==> src/rtl/uart_rx_cfg.sv <==
// Runtime-configurable 16x oversampling UART receiver with framing FSM,
// break detection and a first-word-fall-through receive FIFO.
module uart_rx_cfg #(
    parameter int DATA_BITS  = 8,
    parameter int STOP_BITS  = 1,
    parameter int FIFO_DEPTH = 16,
    parameter int DIV_WIDTH  = 16,
    parameter int AF_LEVEL   = 12
) (
    input  logic                          clk,
    input  logic                          rst_n,
    input  logic                          rx,
    input  logic                          rx_en,
    input  logic [DIV_WIDTH-1:0]          baud_div,
    input  logic                          parity_en,
    input  logic                          parity_odd,
    input  logic                          rd_en,
    output logic [DATA_BITS-1:0]          d_out,
    output logic                          perr_out,
    output logic                          ferr_out,
    output logic                          empty,
    output logic                          full,
    output logic                          almost_full,
    output logic [$clog2(FIFO_DEPTH):0]   count,
    output logic                          overflow,
    input  logic                          ovf_clr,
    output logic                          break_det,
    output logic                          busy
);

    localparam int PW = $clog2(FIFO_DEPTH);
    localparam int CW = PW + 1;
    localparam int EW = DATA_BITS + 2;
    localparam logic [3:0] LAST_DATA = 4'(DATA_BITS - 1);
    localparam logic [3:0] LAST_STOP = 4'(STOP_BITS - 1);

    typedef enum logic [2:0] {
        S_IDLE      = 3'd0,
        S_START     = 3'd1,
        S_DATA      = 3'd2,
        S_PARITY    = 3'd3,
        S_STOP      = 3'd4,
        S_WAIT_HIGH = 3'd5
    } state_t;

    // Nonzero when the received ones count disagrees with the parity mode.
    function automatic logic calc_perr(input logic [DATA_BITS-1:0] data,
                                       input logic pbit, input logic odd);
        return (^data) ^ pbit ^ odd;
    endfunction

    logic                 rx_s1_q, rx_s2_q, rx_prev_q;
    logic                 rx_sync_s;
    logic [DIV_WIDTH-1:0] div_cnt_q, div_cnt_d, div_max_s;
    logic                 tick_s;

    state_t               state_q, state_d;
    logic [3:0]           smp_cnt_q, smp_cnt_d;
    logic [3:0]           bit_cnt_q, bit_cnt_d;
    logic [DATA_BITS-1:0] shift_q, shift_d;
    logic                 par_bit_q, par_bit_d;
    logic                 stop_err_q, stop_err_d;
    logic                 stop_low_q, stop_low_d;
    logic                 stop_err_s, stop_low_s;
    logic                 wr_pend_q, wr_pend_d;
    logic [DATA_BITS-1:0] wr_data_q, wr_data_d;
    logic                 wr_perr_q, wr_perr_d;
    logic                 wr_ferr_q, wr_ferr_d;
    logic                 brk_q, brk_d;
    logic                 busy_q;

    logic [EW-1:0]        mem_q [FIFO_DEPTH];
    logic [PW-1:0]        wr_ptr_q, wr_ptr_d, rd_ptr_q, rd_ptr_d;
    logic [CW-1:0]        cnt_q, cnt_d, remain_s;
    logic                 do_rd_s, do_wr_s, drop_s;
    logic [EW-1:0]        wr_word_s, head_d;
    logic [DATA_BITS-1:0] dout_q;
    logic                 perr_out_q, ferr_out_q;
    logic                 empty_q, full_q, af_q, ovf_q, ovf_d;

    assign rx_sync_s = rx_s2_q;

    // Two-flop synchroniser plus one delayed copy for falling-edge detection.
    always_ff @(posedge clk or negedge rst_n) begin
        if (!rst_n) begin
            rx_s1_q   <= 1'b1;
            rx_s2_q   <= 1'b1;
            rx_prev_q <= 1'b1;
        end else begin
            rx_s1_q   <= rx;
            rx_s2_q   <= rx_s1_q;
            rx_prev_q <= rx_s2_q;
        end
    end

    // Baud divider; >= keeps the counter sane if baud_div shrinks while idle.
    always_comb begin
        div_max_s = (baud_div == DIV_WIDTH'(0)) ? DIV_WIDTH'(0) : baud_div - DIV_WIDTH'(1);
        tick_s    = rx_en && (div_cnt_q >= div_max_s);
        if (!rx_en) begin
            div_cnt_d = DIV_WIDTH'(0);
        end else if (tick_s) begin
            div_cnt_d = DIV_WIDTH'(0);
        end else begin
            div_cnt_d = div_cnt_q + DIV_WIDTH'(1);
        end
    end

    // Framing FSM: next state, sample shifting and the pending FIFO write.
    always_comb begin
        state_d    = state_q;
        smp_cnt_d  = tick_s ? smp_cnt_q + 4'd1 : smp_cnt_q;
        bit_cnt_d  = bit_cnt_q;
        shift_d    = shift_q;
        par_bit_d  = par_bit_q;
        stop_err_d = stop_err_q;
        stop_low_d = stop_low_q;
        stop_err_s = stop_err_q | ~rx_sync_s;
        stop_low_s = stop_low_q & ~rx_sync_s;
        wr_pend_d  = 1'b0;
        wr_data_d  = wr_data_q;
        wr_perr_d  = wr_perr_q;
        wr_ferr_d  = wr_ferr_q;
        brk_d      = 1'b0;

        case (state_q)
            S_IDLE: begin
                smp_cnt_d = 4'd0;
                if (rx_en && rx_prev_q && !rx_sync_s) begin
                    state_d = S_START;
                end else begin
                    state_d = S_IDLE;
                end
            end
            S_START: begin
                if (tick_s && (smp_cnt_q == 4'd7)) begin
                    smp_cnt_d = 4'd0;
                    bit_cnt_d = 4'd0;
                    state_d   = rx_sync_s ? S_IDLE : S_DATA;
                end else begin
                    state_d = S_START;
                end
            end
            S_DATA: begin
                if (tick_s && (smp_cnt_q == 4'd15)) begin
                    shift_d = {rx_sync_s, shift_q[DATA_BITS-1:1]};
                    if (bit_cnt_q == LAST_DATA) begin
                        bit_cnt_d  = 4'd0;
                        stop_err_d = 1'b0;
                        stop_low_d = 1'b1;
                        state_d    = parity_en ? S_PARITY : S_STOP;
                    end else begin
                        bit_cnt_d = bit_cnt_q + 4'd1;
                    end
                end else begin
                    state_d = S_DATA;
                end
            end
            S_PARITY: begin
                if (tick_s && (smp_cnt_q == 4'd15)) begin
                    par_bit_d = rx_sync_s;
                    state_d   = S_STOP;
                end else begin
                    state_d = S_PARITY;
                end
            end
            S_STOP: begin
                if (tick_s && (smp_cnt_q == 4'd15)) begin
                    stop_err_d = stop_err_s;
                    stop_low_d = stop_low_s;
                    if (bit_cnt_q == LAST_STOP) begin
                        bit_cnt_d = 4'd0;
                        wr_pend_d = 1'b1;
                        wr_data_d = shift_q;
                        wr_perr_d = parity_en & calc_perr(shift_q, par_bit_q, parity_odd);
                        wr_ferr_d = stop_err_s;
                        brk_d     = (shift_q == {DATA_BITS{1'b0}}) &&
                                    (!parity_en || !par_bit_q) && stop_low_s;
                        state_d   = stop_err_s ? S_WAIT_HIGH : S_IDLE;
                    end else begin
                        bit_cnt_d = bit_cnt_q + 4'd1;
                    end
                end else begin
                    state_d = S_STOP;
                end
            end
            S_WAIT_HIGH: begin
                state_d = rx_sync_s ? S_IDLE : S_WAIT_HIGH;
            end
            default: begin
                state_d = S_IDLE;
            end
        endcase

        if (!rx_en && (state_q != S_IDLE)) begin
            state_d   = S_IDLE;
            wr_pend_d = 1'b0;
            brk_d     = 1'b0;
        end else begin
            state_d = state_d;
        end
    end

    // Receiver state registers.
    always_ff @(posedge clk or negedge rst_n) begin
        if (!rst_n) begin
            div_cnt_q  <= DIV_WIDTH'(0);
            state_q    <= S_IDLE;
            smp_cnt_q  <= 4'd0;
            bit_cnt_q  <= 4'd0;
            shift_q    <= {DATA_BITS{1'b0}};
            par_bit_q  <= 1'b0;
            stop_err_q <= 1'b0;
            stop_low_q <= 1'b0;
            wr_pend_q  <= 1'b0;
            wr_data_q  <= {DATA_BITS{1'b0}};
            wr_perr_q  <= 1'b0;
            wr_ferr_q  <= 1'b0;
            brk_q      <= 1'b0;
            busy_q     <= 1'b0;
        end else begin
            div_cnt_q  <= div_cnt_d;
            state_q    <= state_d;
            smp_cnt_q  <= smp_cnt_d;
            bit_cnt_q  <= bit_cnt_d;
            shift_q    <= shift_d;
            par_bit_q  <= par_bit_d;
            stop_err_q <= stop_err_d;
            stop_low_q <= stop_low_d;
            wr_pend_q  <= wr_pend_d;
            wr_data_q  <= wr_data_d;
            wr_perr_q  <= wr_perr_d;
            wr_ferr_q  <= wr_ferr_d;
            brk_q      <= brk_d;
            busy_q     <= (state_d != S_IDLE);
        end
    end

    // FIFO control; a read frees the slot so a write into a full FIFO succeeds.
    always_comb begin
        wr_word_s = {wr_data_q, wr_perr_q, wr_ferr_q};
        do_rd_s   = rd_en && (cnt_q != CW'(0));
        do_wr_s   = wr_pend_q && ((cnt_q != CW'(FIFO_DEPTH)) || do_rd_s);
        drop_s    = wr_pend_q && !do_wr_s;
        wr_ptr_d  = do_wr_s ? wr_ptr_q + PW'(1) : wr_ptr_q;
        rd_ptr_d  = do_rd_s ? rd_ptr_q + PW'(1) : rd_ptr_q;
        remain_s  = cnt_q - CW'(do_rd_s);
        case ({do_wr_s, do_rd_s})
            2'b10:   cnt_d = cnt_q + CW'(1);
            2'b01:   cnt_d = cnt_q - CW'(1);
            default: cnt_d = cnt_q;
        endcase
        if (cnt_d == CW'(0)) begin
            head_d = {dout_q, perr_out_q, ferr_out_q};
        end else if (remain_s == CW'(0)) begin
            head_d = wr_word_s;
        end else begin
            head_d = mem_q[rd_ptr_d];
        end
        if (drop_s) begin
            ovf_d = 1'b1;
        end else if (ovf_clr) begin
            ovf_d = 1'b0;
        end else begin
            ovf_d = ovf_q;
        end
    end

    // FIFO storage.
    always_ff @(posedge clk or negedge rst_n) begin
        if (!rst_n) begin
            for (int i = 0; i < FIFO_DEPTH; i++) begin
                mem_q[i] <= {EW{1'b0}};
            end
        end else if (do_wr_s) begin
            mem_q[wr_ptr_q] <= wr_word_s;
        end
    end

    // FIFO pointers, level and registered status outputs.
    always_ff @(posedge clk or negedge rst_n) begin
        if (!rst_n) begin
            wr_ptr_q   <= PW'(0);
            rd_ptr_q   <= PW'(0);
            cnt_q      <= CW'(0);
            dout_q     <= {DATA_BITS{1'b0}};
            perr_out_q <= 1'b0;
            ferr_out_q <= 1'b0;
            empty_q    <= 1'b1;
            full_q     <= 1'b0;
            af_q       <= 1'b0;
            ovf_q      <= 1'b0;
        end else begin
            wr_ptr_q   <= wr_ptr_d;
            rd_ptr_q   <= rd_ptr_d;
            cnt_q      <= cnt_d;
            {dout_q, perr_out_q, ferr_out_q} <= head_d;
            empty_q    <= (cnt_d == CW'(0));
            full_q     <= (cnt_d == CW'(FIFO_DEPTH));
            af_q       <= (cnt_d >= CW'(AF_LEVEL));
            ovf_q      <= ovf_d;
        end
    end

    assign d_out       = dout_q;
    assign perr_out    = perr_out_q;
    assign ferr_out    = ferr_out_q;
    assign empty       = empty_q;
    assign full        = full_q;
    assign almost_full = af_q;
    assign count       = cnt_q;
    assign overflow    = ovf_q;
    assign break_det   = brk_q;
    assign busy        = busy_q;

endmodule
==> config.mk <==
export PLATFORM = sky130hd
export DESIGN_NAME = uart_rx_cfg
export DESIGN_NICKNAME = d
export VERILOG_FILES = /design/src/rtl/uart_rx_cfg.sv
export SDC_FILE = /design/constraint.sdc
export NUM_CORES = 1
export LEC_CHECK = 0
export BUFFER_PORTS_ARGS = -buffer_cell sky130_fd_sc_hd__buf_2
export CAP_MARGIN = 20
export CORE_UTILIZATION = 45
export CTS_BUF_LIST = sky130_fd_sc_hd__clkbuf_2 sky130_fd_sc_hd__clkbuf_4 sky130_fd_sc_hd__clkbuf_8
export DETAILED_ROUTE_END_ITERATION = 12
export GPL_TIMING_DRIVEN = 0
export PLACE_DENSITY = 0.66
export SLEW_MARGIN = 20
export SYNTH_ARGS = -nofsm -noshare
export SYNTH_HDL_FRONTEND = slang
export SYNTH_SLANG_ARGS = --single-unit
==> constraint.sdc <==
create_clock -name clk -period 5.6 [get_ports clk]
set_input_delay 1.68 -clock clk [delete_from_list [all_inputs] [get_ports clk]]
set_output_delay 1.68 -clock clk [all_outputs]
set_load 0.01 [all_outputs]
==> flow_summary_export.csv, run 1 <==
group,metric,value,unit
setup_path,cp-start-kind,"primary input",
sta,slew_viol_final,0,
setup_path,ff2ff_setup_slack,1560,ps
synthesis,synth.avg_cell_area,10.88,um2
power_and_ir_drop,power_per_cell_area,247.1,mW/mm2
place,place_ws,-93.55,ps
sta,rsz0062_at_grt,"false",
sta,fmaxAchievable,195.8,MHz
setup_path,r2r-start,"count[4]",
status,status,"completed",
route,wirelength,32840,um
synthesis,synth_edf_count,0,
setup_path,crit_path_max_fanout,10,
final_layout,num_antenna_cells,0,
setup_path,rr_endpoint,"perr_out",
route,dr.pass1.iters,5,
route,top_layer_used,"met4",
synthesis,synthArstFlopShare,100.0,%
place,dp_hpwl,22570,um
power_and_ir_drop,ir_drop,0.1564,mV
final_layout,fin_area,0.01449,mm2
run,cap_violations,0,
synthesis,ys_ff_latch,241,
clock_tree,cts_resized,0,
setup_path,crit_required,6000,ps
global_route,grt_max_degree,93,
sta,period_needed,5106,ps
sta,finalSetupViolCount,0,
clock_tree,cts_num_sinks,241,
place,port-buffer-count,43,
final_layout,nets,1332,
setup_path,path_class,"in -> reg",
synthesis,ys.flop_type,"dfrtp_1",
floorplan,die_y,171.1,um
power_and_ir_drop,power_leakage,6.993,nW
min_path,hold_end,"rx_s2_q",
clock_tree,cts_setup_buffers,0,
floorplan,rows,61,
setup_path,reg2reg_depth,13,
route,antenna_left,0,
place,gp_congestion,0.8478,
setup_path,crit_arrival,5510,ps
floorplan,pin_count,45,
route,met1_length,14920,um
route,via_count,9631,
route,detail_route.iter0.violations,663,
sta,setup_tns,0,ps
place,placed_area,0.01362,mm2
route,wl_per_cell,19.56,um
sta,fin_crit_sh,91.18,%
sta,finalHoldWorstSlack,354.5,ps
global_route,grt_pass1_wl,52050,um
global_route,antenna_found_initial,0,
clock_tree,cts_root_buf,"clkbuf_8",
clock_tree,clock_latency,560,ps
sta,skew,32.74,ps
clock_tree,cts_buffers,41,
floorplan,coreArea,0.02793,mm2
route,drc,0,
global_route,grtUsageTotal,23.09,%
clock_tree,cts_buffer_depth,3,
sta,slew_headroom,31.26,%
final_layout,layout_common_cells,"237 x dfrtp_1, 188 x mux2_2, 96 x nand2_1",
final_layout,syn2layout_area_growth,12.63,%
min_path,worstHoldPathType,"reg -> reg",
sta,hold_violations,0,
synthesis,synth_area,0.01287,mm2
synthesis,synth_cell_types,75,
power_and_ir_drop,finalPower,0.003581,W
setup_path,endpoint_kind,"flip-flop",
route,via_per_inst,5.736,
sta,tightest_slew,1026,ps
min_path,min_from,"rx_s1_q",
route,met3_length,1956,um
synthesis,ys_seq_area_share,46.90,%
clock_tree,cts_tree,"done",
floorplan,start_util,46.07,%
clock_tree,hold_buffers,0,
synthesis,yosys_warnings,0,
synthesis,synth_fp_nets,1244,
route,route.met2.wl,15150,um
global_route,grt_pass1_vias,9441,
global_route,overflow,0,
floorplan,die_area,0.02928,mm2
min_path,holdPathStages,0,
clock_tree,cts.clk_slew.worst_paths,60,ps
synthesis,synth_cells,1183,
final_layout,drive_above_1_share,26.75,%
final_layout,final_common_cell,"dfrtp_1",
sta,worst_slack,493.9,ps
clock_tree,cts_max_level,2,
floorplan,die_x,171.1,um
[state kept, by name, indices dropped and copies added, names as in the netlist, 3 cells and up]
name       cells
bit_cnt_q      4
shift_q        8
wr_data_q      8
state_q        3
smp_cnt_q      4
div_cnt_q     16
mem_q        160
wr_ptr_q       4
rd_ptr_q       4
d_out          8
count          5
[kinds of logic (layout without fill, tap and decap cells)]
family | Yosys count | in the layout | synth area share [%]
buf+inv | 124 | 242 | 4.307
mux | 220 | 220 | 19.02
xor+xnor | 46 | 46 | 3.335
compound gates | 239 | 239 | 12.72
simple gates | 276 | 276 | 10.06
fa+ha+maj | 37 | 37 | 3.656
flops | 241 | 241 | 46.90
[critical path, stage by stage]
cell and delay, ps:
buf_2 110, nor4_1 670, nand4b_1 140, or3_1 320, clkbuf_1 180, clkbuf_1 240, nand2_1 120, ha_1 170
nand4_1 170, a211oi_1 260, a32oi_2 230, a211oi_4 460, nand2_1 290, clkbuf_1 280, nand2_1 110, o21ai_0 80
[metal layers]
metal | up-vias | global-route usage (%)
met4 | 0 | 7.880
met5 | - | 0
met3 | 53 | 3.701
met2 | 314 | 36.92
li1 | 4491 | -
met1 | 4773 | 31.74
[where the power goes]
part           switching, W  internal [W]  total [W]
Sequential       0.00000969       0.00175    0.00176
Clock              0.000725      0.000969    0.00169
Combinational     0.0000845     0.0000404   0.000125
Total              0.000819       0.00276    0.00358
[final cells by class]
| type | instances | area [um2] |
|---|---|---|
| buffer | 73 | 360.3 |
| clock buffer | 69 | 824.5 |
| clock inverter | 4 | 47.55 |
| fill | 2513 | 13440 |
| inverter | 51 | 193.9 |
| multi-input combinational | 818 | 6279 |
| sequential | 241 | 6036 |
| tap | 378 | 473.0 |
| timing repair buffer | 45 | 280.3 |
[worst max path at each step]
| stage | depth (start not counted) | end | start | slack [ps] |
|---|---|---|---|---|
| floorplan | 13 | busy | baud_div[5] | 640 |
| global placement | 1 | div_cnt_q[3] | rst_n | -1440 |
| detailed placement | 16 | shift_q[6] | baud_div[5] | -90 |
| CTS | 14 | break_det | baud_div[5] | 470 |
| global route | 15 | shift_q[6] | baud_div[5] | 30 |
| finish | 16 | shift_q[6] | baud_div[5] | 490 |
[cell usage after synthesis, drive strengths merged (8+ instances only)]
cell,n,share of area [%]
a211oi,24,1.5
a21oi,28,1.1
a311oi,8,0.54
a31oi,14,0.73
buf,35,1.6
clkbuf,36,1.1
dfrtp,237,46
ha,36,3.5
inv,50,1.5
mux2,196,17
mux2i,24,1.9
nand2,96,2.8
nand3,20,0.82
nand4,13,0.63
nor2,63,1.8
nor3,46,2.0
o21a,13,0.76
o21ai,41,1.6
o221ai,9,0.61
o22ai,68,3.3
o31ai,8,0.47
xnor2,21,1.4
xor2,25,1.9
[stage by stage]
step | std cells | util [%]
detailed placement | 1606 | 48.76
global route | 1679 | 51.89
finish | 1679 | 51.89
global placement | 1604 | 48.53
CTS | 1679 | 51.89
floorplan | 1183 | -
No activity file was read; power rests on OpenSTA's default activity.
==> run 2: changes to the inputs <==
==> constraint.sdc (replaced) <==
create_clock -name clk -period 5.4 [get_ports clk]
set_input_delay 1.62 -clock clk [delete_from_list [all_inputs] [get_ports clk]]
set_output_delay 1.62 -clock clk [all_outputs]
set_load 0.01 [all_outputs]
==> flow_summary_export.csv, run 2 (same netlist as run 1, synthesis figures left out) <==
group,metric,value,unit
status,status,"completed",
place,port-buffer-count,43,
sta,tightest_slew,1061,ps
route,dr.pass1.iters,5,
setup_path,ff2ff_setup_slack,1360,ps
final_layout,syn2layout_area_growth,12.68,%
sta,period_needed,4892,ps
final_layout,fillers,2513,
setup_path,path_class,"in -> reg",
min_path,min_from,"rx_s1_q",
final_layout,reg_top3,"mem_q x160, div_cnt_q x16",
clock_tree,cts_setup_buffers,0,
global_route,grt_pass1_vias,9441,
global_route,overflow,0,
final_layout,final_util,51.91,%
route,via_per_inst,5.744,
floorplan,die_y,171.1,um
clock_tree,hold_buffers,0,
power_and_ir_drop,switchingPower,0.0008499,W
min_path,worstHoldPathType,"reg -> reg",
min_path,holdPathStages,0,
route,route.met2.wl,15180,um
clock_tree,cts_max_level,2,
clock_tree,clock_latency,560,ps
setup_path,crit_required,5800,ps
final_layout,layout_common_cells,"237 x dfrtp_1, 188 x mux2_2, 96 x nand2_1",
setup_path,crit_path_max_fanout,10,
clock_tree,cts_num_sinks,241,
floorplan,rows,61,
power_and_ir_drop,ir_drop,0.1622,mV
final_layout,nets,1332,
power_and_ir_drop,power_per_cell_area,256.1,mW/mm2
route,wl_per_cell,19.56,um
power_and_ir_drop,power.internal,0.002864,W
setup_path,crit_arrival,5300,ps
sta,fin_crit_sh,90.59,%
clock_tree,cts.clk_slew.worst_paths,60,ps
power_and_ir_drop,pwr-share-clk,47.3,%
sta,skew,32.69,ps
route,wirelength,32840,um
sta,worst_slack,508.1,ps
final_layout,largest-register,"mem_q",
setup_path,rr_endpoint,"perr_out",
route,via_count,9645,
power_and_ir_drop,combinationalPowerShare,3.5,%
place,gp_congestion,0.8478,
place,dp_hpwl,22570,um
route,detail_route.iter0.violations,661,
sta,fmaxAchievable,204.4,MHz
global_route,grtUsageTotal,23.09,%
sta,finalSetupViolCount,0,
sta,slew_headroom,28.93,%
floorplan,coreArea,0.02793,mm2
setup_path,cp-start-kind,"primary input",
sta,hold_violations,0,
sta,rsz0062_at_grt,"false",
clock_tree,cts_root_buf,"clkbuf_8",
power_and_ir_drop,power_leakage,6.993,nW
floorplan,pin_count,45,
global_route,grt_max_degree,93,
floorplan,die_x,171.1,um
clock_tree,cts_buffer_depth,3,
global_route,antenna_found_initial,0,
clock_tree,cts_tree,"done",
route,top_layer_used,"met4",
setup_path,cp-startpoint,"baud_div[8]",
run,cap_violations,0,
route,drc,0,
power_and_ir_drop,swShare,22.88,%
sta,slew_viol_final,0,
setup_path,r2r-start,"count[4]",
floorplan,start_util,46.07,%
clock_tree,cts_buffers,41,
final_layout,num_antenna_cells,0,
power_and_ir_drop,p_seq_share,49.2,%
setup_path,reg2reg_depth,13,
final_layout,final_common_cell,"dfrtp_1",
final_layout,largest_reg_flops,160,
floorplan,die_area,0.02928,mm2
route,met3_length,1944,um
final_layout,drive_above_1_share,26.83,%
place,place_ws,-233.6,ps
route,met1_length,14890,um
global_route,grt_pass1_wl,52050,um
route,antenna_left,0,
min_path,hold_end,"rx_s2_q",
setup_path,endpoint_kind,"flip-flop",
==> run 2: cell types whose count changed in the layout (fill, tap and decap cells not counted) <==
| cell | change |
|---|---|
| nor4_1 | -1 |
| nor4_2 | +1 |
==> run 2: what timing repair did <==
| action | in CTS | in global routing |
|---|---|---|
| setup endpoints to repair | 0 | 10 |
| resized for setup | 0 | 1 |
| endpoints found under the hold margin | 0 | 0 |
==> run 2: cell type report <==
type	instances	area, um2	area share, %
tap	378	473.0	3.262
sequential	241	6036	41.63
timing repair buffer	45	280.3	1.933
multi-input combinational	818	6285	43.34
inverter	51	193.9	1.337
buffer	73	360.3	2.485
clock buffer	69	824.5	5.686
clock inverter	4	47.55	0.3279
==> run 2: metal layers <==
layer	vias to the layer above	global-route usage (%)
li1	4491	-
met1	4786	31.74
met2	311	36.92
met3	57	3.701
met4	0	7.880
met5	-	0
==> run 2: worst max-delay path: stages <==
cell and delay (ps):
buf_2 120, nor4_1 520, nand4b_1 130, or3_1 320, clkbuf_1 180, clkbuf_1 240
nand2_1 120, ha_1 170, nand4_1 170, a211oi_1 260, a32oi_2 230, a211oi_4 460
nand2_1 290, clkbuf_1 280, nand2_1 110, o21ai_0 80
==> run 2: power by group through the flow <==
stage | clock network (W) | logic, W | registers (W)
final | 0.00176 | 0.000130 | 0.00183
after global routing | 0.00188 | 0.000149 | 0.00183
after CTS | 0.00179 | 0.000133 | 0.00183
after detailed placement | 0 | 0.000132 | 0.00186
after global placement | 0 | 0.000123 | 0.00186
after floorplan | 0 | 0.0000574 | 0.00186
==> run 2: through the flow <==
step                      cell area [um2]  hold WS, ps  setup TNS (ps)  instances  power (W)
after floorplan                     12870        345.2               0       1183   0.001917
after global placement              13560        345.4         -371100       1604   0.001983
after detailed placement            13620        347.3           -3044       1606   0.001991
after CTS                           14490        356.0               0       1679   0.003750
after global routing                14500        361.5               0       1679   0.003854
final                               14500        354.5               0       1679   0.003714
==> run 2: worst max-delay path by stage <==
| stage | slack, ps | cells past startpoint | endpoint |
|---|---|---|---|
| finish | 510 | 16 | shift_q[6] |
| global route | 150 | 16 | shift_q[6] |
| CTS | 330 | 14 | break_det |
| detailed placement | -230 | 16 | shift_q[6] |
| global placement | -1580 | 1 | div_cnt_q[3] |
| floorplan | 500 | 13 | busy |
==> run 3: changes to the inputs <==
--- a/config.mk
+++ b/config.mk
@@ -11,7 +11,7 @@
 export CTS_BUF_LIST = sky130_fd_sc_hd__clkbuf_2 sky130_fd_sc_hd__clkbuf_4 sky130_fd_sc_hd__clkbuf_8
 export DETAILED_ROUTE_END_ITERATION = 12
 export GPL_TIMING_DRIVEN = 0
-export PLACE_DENSITY = 0.66
+export PLACE_DENSITY = 0.67
 export SLEW_MARGIN = 20
 export SYNTH_ARGS = -nofsm -noshare
 export SYNTH_HDL_FRONTEND = slang
==> flow_summary_export.csv, run 3 (same netlist as run 1, synthesis figures left out) <==
group,metric,value,unit
status,status,"completed",
floorplan,pin_count,45,
final_layout,num_antenna_cells,0,
final_layout,largest-register,"mem_q",
power_and_ir_drop,power_leakage,6.960,nW
final_layout,final_common_cell,"dfrtp_1",
clock_tree,cts_buffer_depth,3,
setup_path,cp-startpoint,"baud_div[5]",
run,cap_violations,0,
clock_tree,cts.clk_slew.worst_paths,60,ps
final_layout,layout_common_cells,"237 x dfrtp_1, 188 x mux2_2, 96 x nand2_1",
clock_tree,cts_tree,"done",
setup_path,crit_family,"compound AO/OA/AOI/OAI gates",
route,via_per_inst,5.753,
sta,tightest_slew,1116,ps
setup_path,path_cells,"buf_2 > nor4_2 > nand4b_1 > or3_1 > clkbuf_1 > clkbuf_1 > nand2_1 > ha_1 > nand4_1 > a211oi_1 > a32oi_2 > a211oi_4 > nand3_1 > a2111oi_0",
setup_path,ff2ff_setup_slack,1280,ps
route,antenna_left,0,
setup_path,crit_slowest_cell,"a2111oi_0",
setup_path,r2r-start,"count[4]",
global_route,grt_max_degree,98,
sta,hold_violations,0,
sta,fin_crit_sh,91.61,%
global_route,grt_pass1_wl,52360,um
route,detail_route.iter0.violations,657,
sta,slew_viol_final,0,
place,port-buffer-count,43,
floorplan,die_y,171.1,um
sta,finalSetupViolCount,0,
global_route,overflow,0,
sta,fmaxAchievable,202.2,MHz
clock_tree,hold_buffers,0,
route,wirelength,32660,um
min_path,worstHoldPathType,"reg -> reg",
place,gp_congestion,0.8445,
setup_path,crit_path_max_fanout,10,
route,drc,0,
sta,skew,28.05,ps
clock_tree,cts_root_buf,"clkbuf_8",
final_layout,largest_reg_flops,160,
setup_path,endpoint_kind,"flip-flop",
setup_path,path_class,"in -> reg",
setup_path,rr_endpoint,"d_out[6]",
setup_path,reg2reg_depth,14,
route,via_count,9619,
setup_path,crit_buf_inv,3,
global_route,antenna_found_initial,1,
final_layout,final_util,51.72,%
min_path,holdPathStages,0,
setup_path,cp.depth,14,
setup_path,crit_required,5760,ps
global_route,grt_pass1_vias,9577,
clock_tree,clock_latency,550,ps
clock_tree,cts_resized,0,
place,dpl.cell_count,1607,
final_layout,reg_top3,"mem_q x160, div_cnt_q x16",
floorplan,coreArea,0.02793,mm2
clock_tree,cts_setup_buffers,0,
final_layout,drive_above_1_share,26.43,%
place,dp_hpwl,22450,um
final_layout,nets,1334,
setup_path,critical-path-max-stage-delay,610,ps
floorplan,start_util,46.07,%
global_route,grtUsageTotal,23.06,%
final_layout,syn2layout_area_growth,12.27,%
setup_path,crit_arrival,5310,ps
setup_path,cp-start-kind,"primary input",
floorplan,die_x,171.1,um
final_layout,fin_cells,1672,
floorplan,die_area,0.02928,mm2
sta,setup_tns,0,ps
power_and_ir_drop,power_per_cell_area,248.7,mW/mm2
clock_tree,cts_max_level,2,
route,dr.pass1.iters,4,
sta,rsz0062_at_grt,"false",
clock_tree,cts_buffers,42,
sta,slew_headroom,25.28,%
power_and_ir_drop,ir_drop,0.1462,mV
setup_path,crit_end,"break_det",
route,wl_per_cell,19.53,um
floorplan,rows,61,
clock_tree,cts_num_sinks,241,
setup_path,cpMostUsedCell,"clkbuf_1",
sta,period_needed,4947,ps
## run 3: worst min path at each step
| stage | to | slack (ps) | start |
|---|---|---|---|
| 6_report | rx_s2_q | 350 | rx_s1_q |
| 4_1_cts | rx_s2_q | 360 | rx_s1_q |
| 5_1_grt | rx_s2_q | 360 | rx_s1_q |
| 3_3_place_gp | rx_s2_q | 350 | rx_s1_q |
| 3_5_place_dp | rx_s2_q | 350 | rx_s1_q |
| 2_1_floorplan | rx_s2_q | 350 | rx_s1_q |
## run 3: worst reg2reg max path, stage by stage (launching register included)
cell,delay (ps)
dfrtp_1,470
or3_1,400
buf_6,150
o21ai_0,380
inv_1,180
ha_1,290
ha_1,340
nor2b_1,150
o21a_1,170
or4_1,440
a21oi_1,150
nand4b_1,200
dlymetal6s2s_1,450
nor2_1,90
a31oi_1,170
## run 3: report_power, final
group | internal, W | switching [W]
clock network | 0.000907 | 0.000727
registers | 0.00182 | 0.0000101
logic | 0.0000442 | 0.0000873
## run 3: layer usage
layer / share of wire (%) / routed length [um] / track usage [%] / up-vias
met4: 3.5 / 1127 / 9.006 / 0
met3: 5.7 / 1876 / 5.182 / 77
met2: 46 / 14990 / 36.53 / 256
li1: - / - / - / 4472
met5: 0 / 0 / 0 / -
met1: 45 / 14670 / 30.62 / 4814
## run 3: stage by stage
step	total power (W)	hold slack, ps	worst slack [ps]	cell area, um2
floorplan	0.001917	345.2	502.8	12870
global placement	0.001983	345.5	-1557	13560
detailed placement	0.001994	347.3	-251.9	13650
CTS	0.003626	355.9	276.3	14440
global route	0.003732	357.6	159.5	14450
finish	0.003593	354.2	453.2	14450
## run 3: layout make-up
| class | instances | area [um2] |
|---|---|---|
| clock inverter | 2 | 12.51 |
| multi-input combinational | 818 | 6285 |
| inverter | 51 | 193.9 |
| clock buffer | 63 | 779.5 |
| timing repair buffer | 46 | 307.8 |
| buffer | 73 | 360.3 |
| tap | 378 | 473.0 |
| sequential | 241 | 6036 |
| fill | 2523 | 13490 |
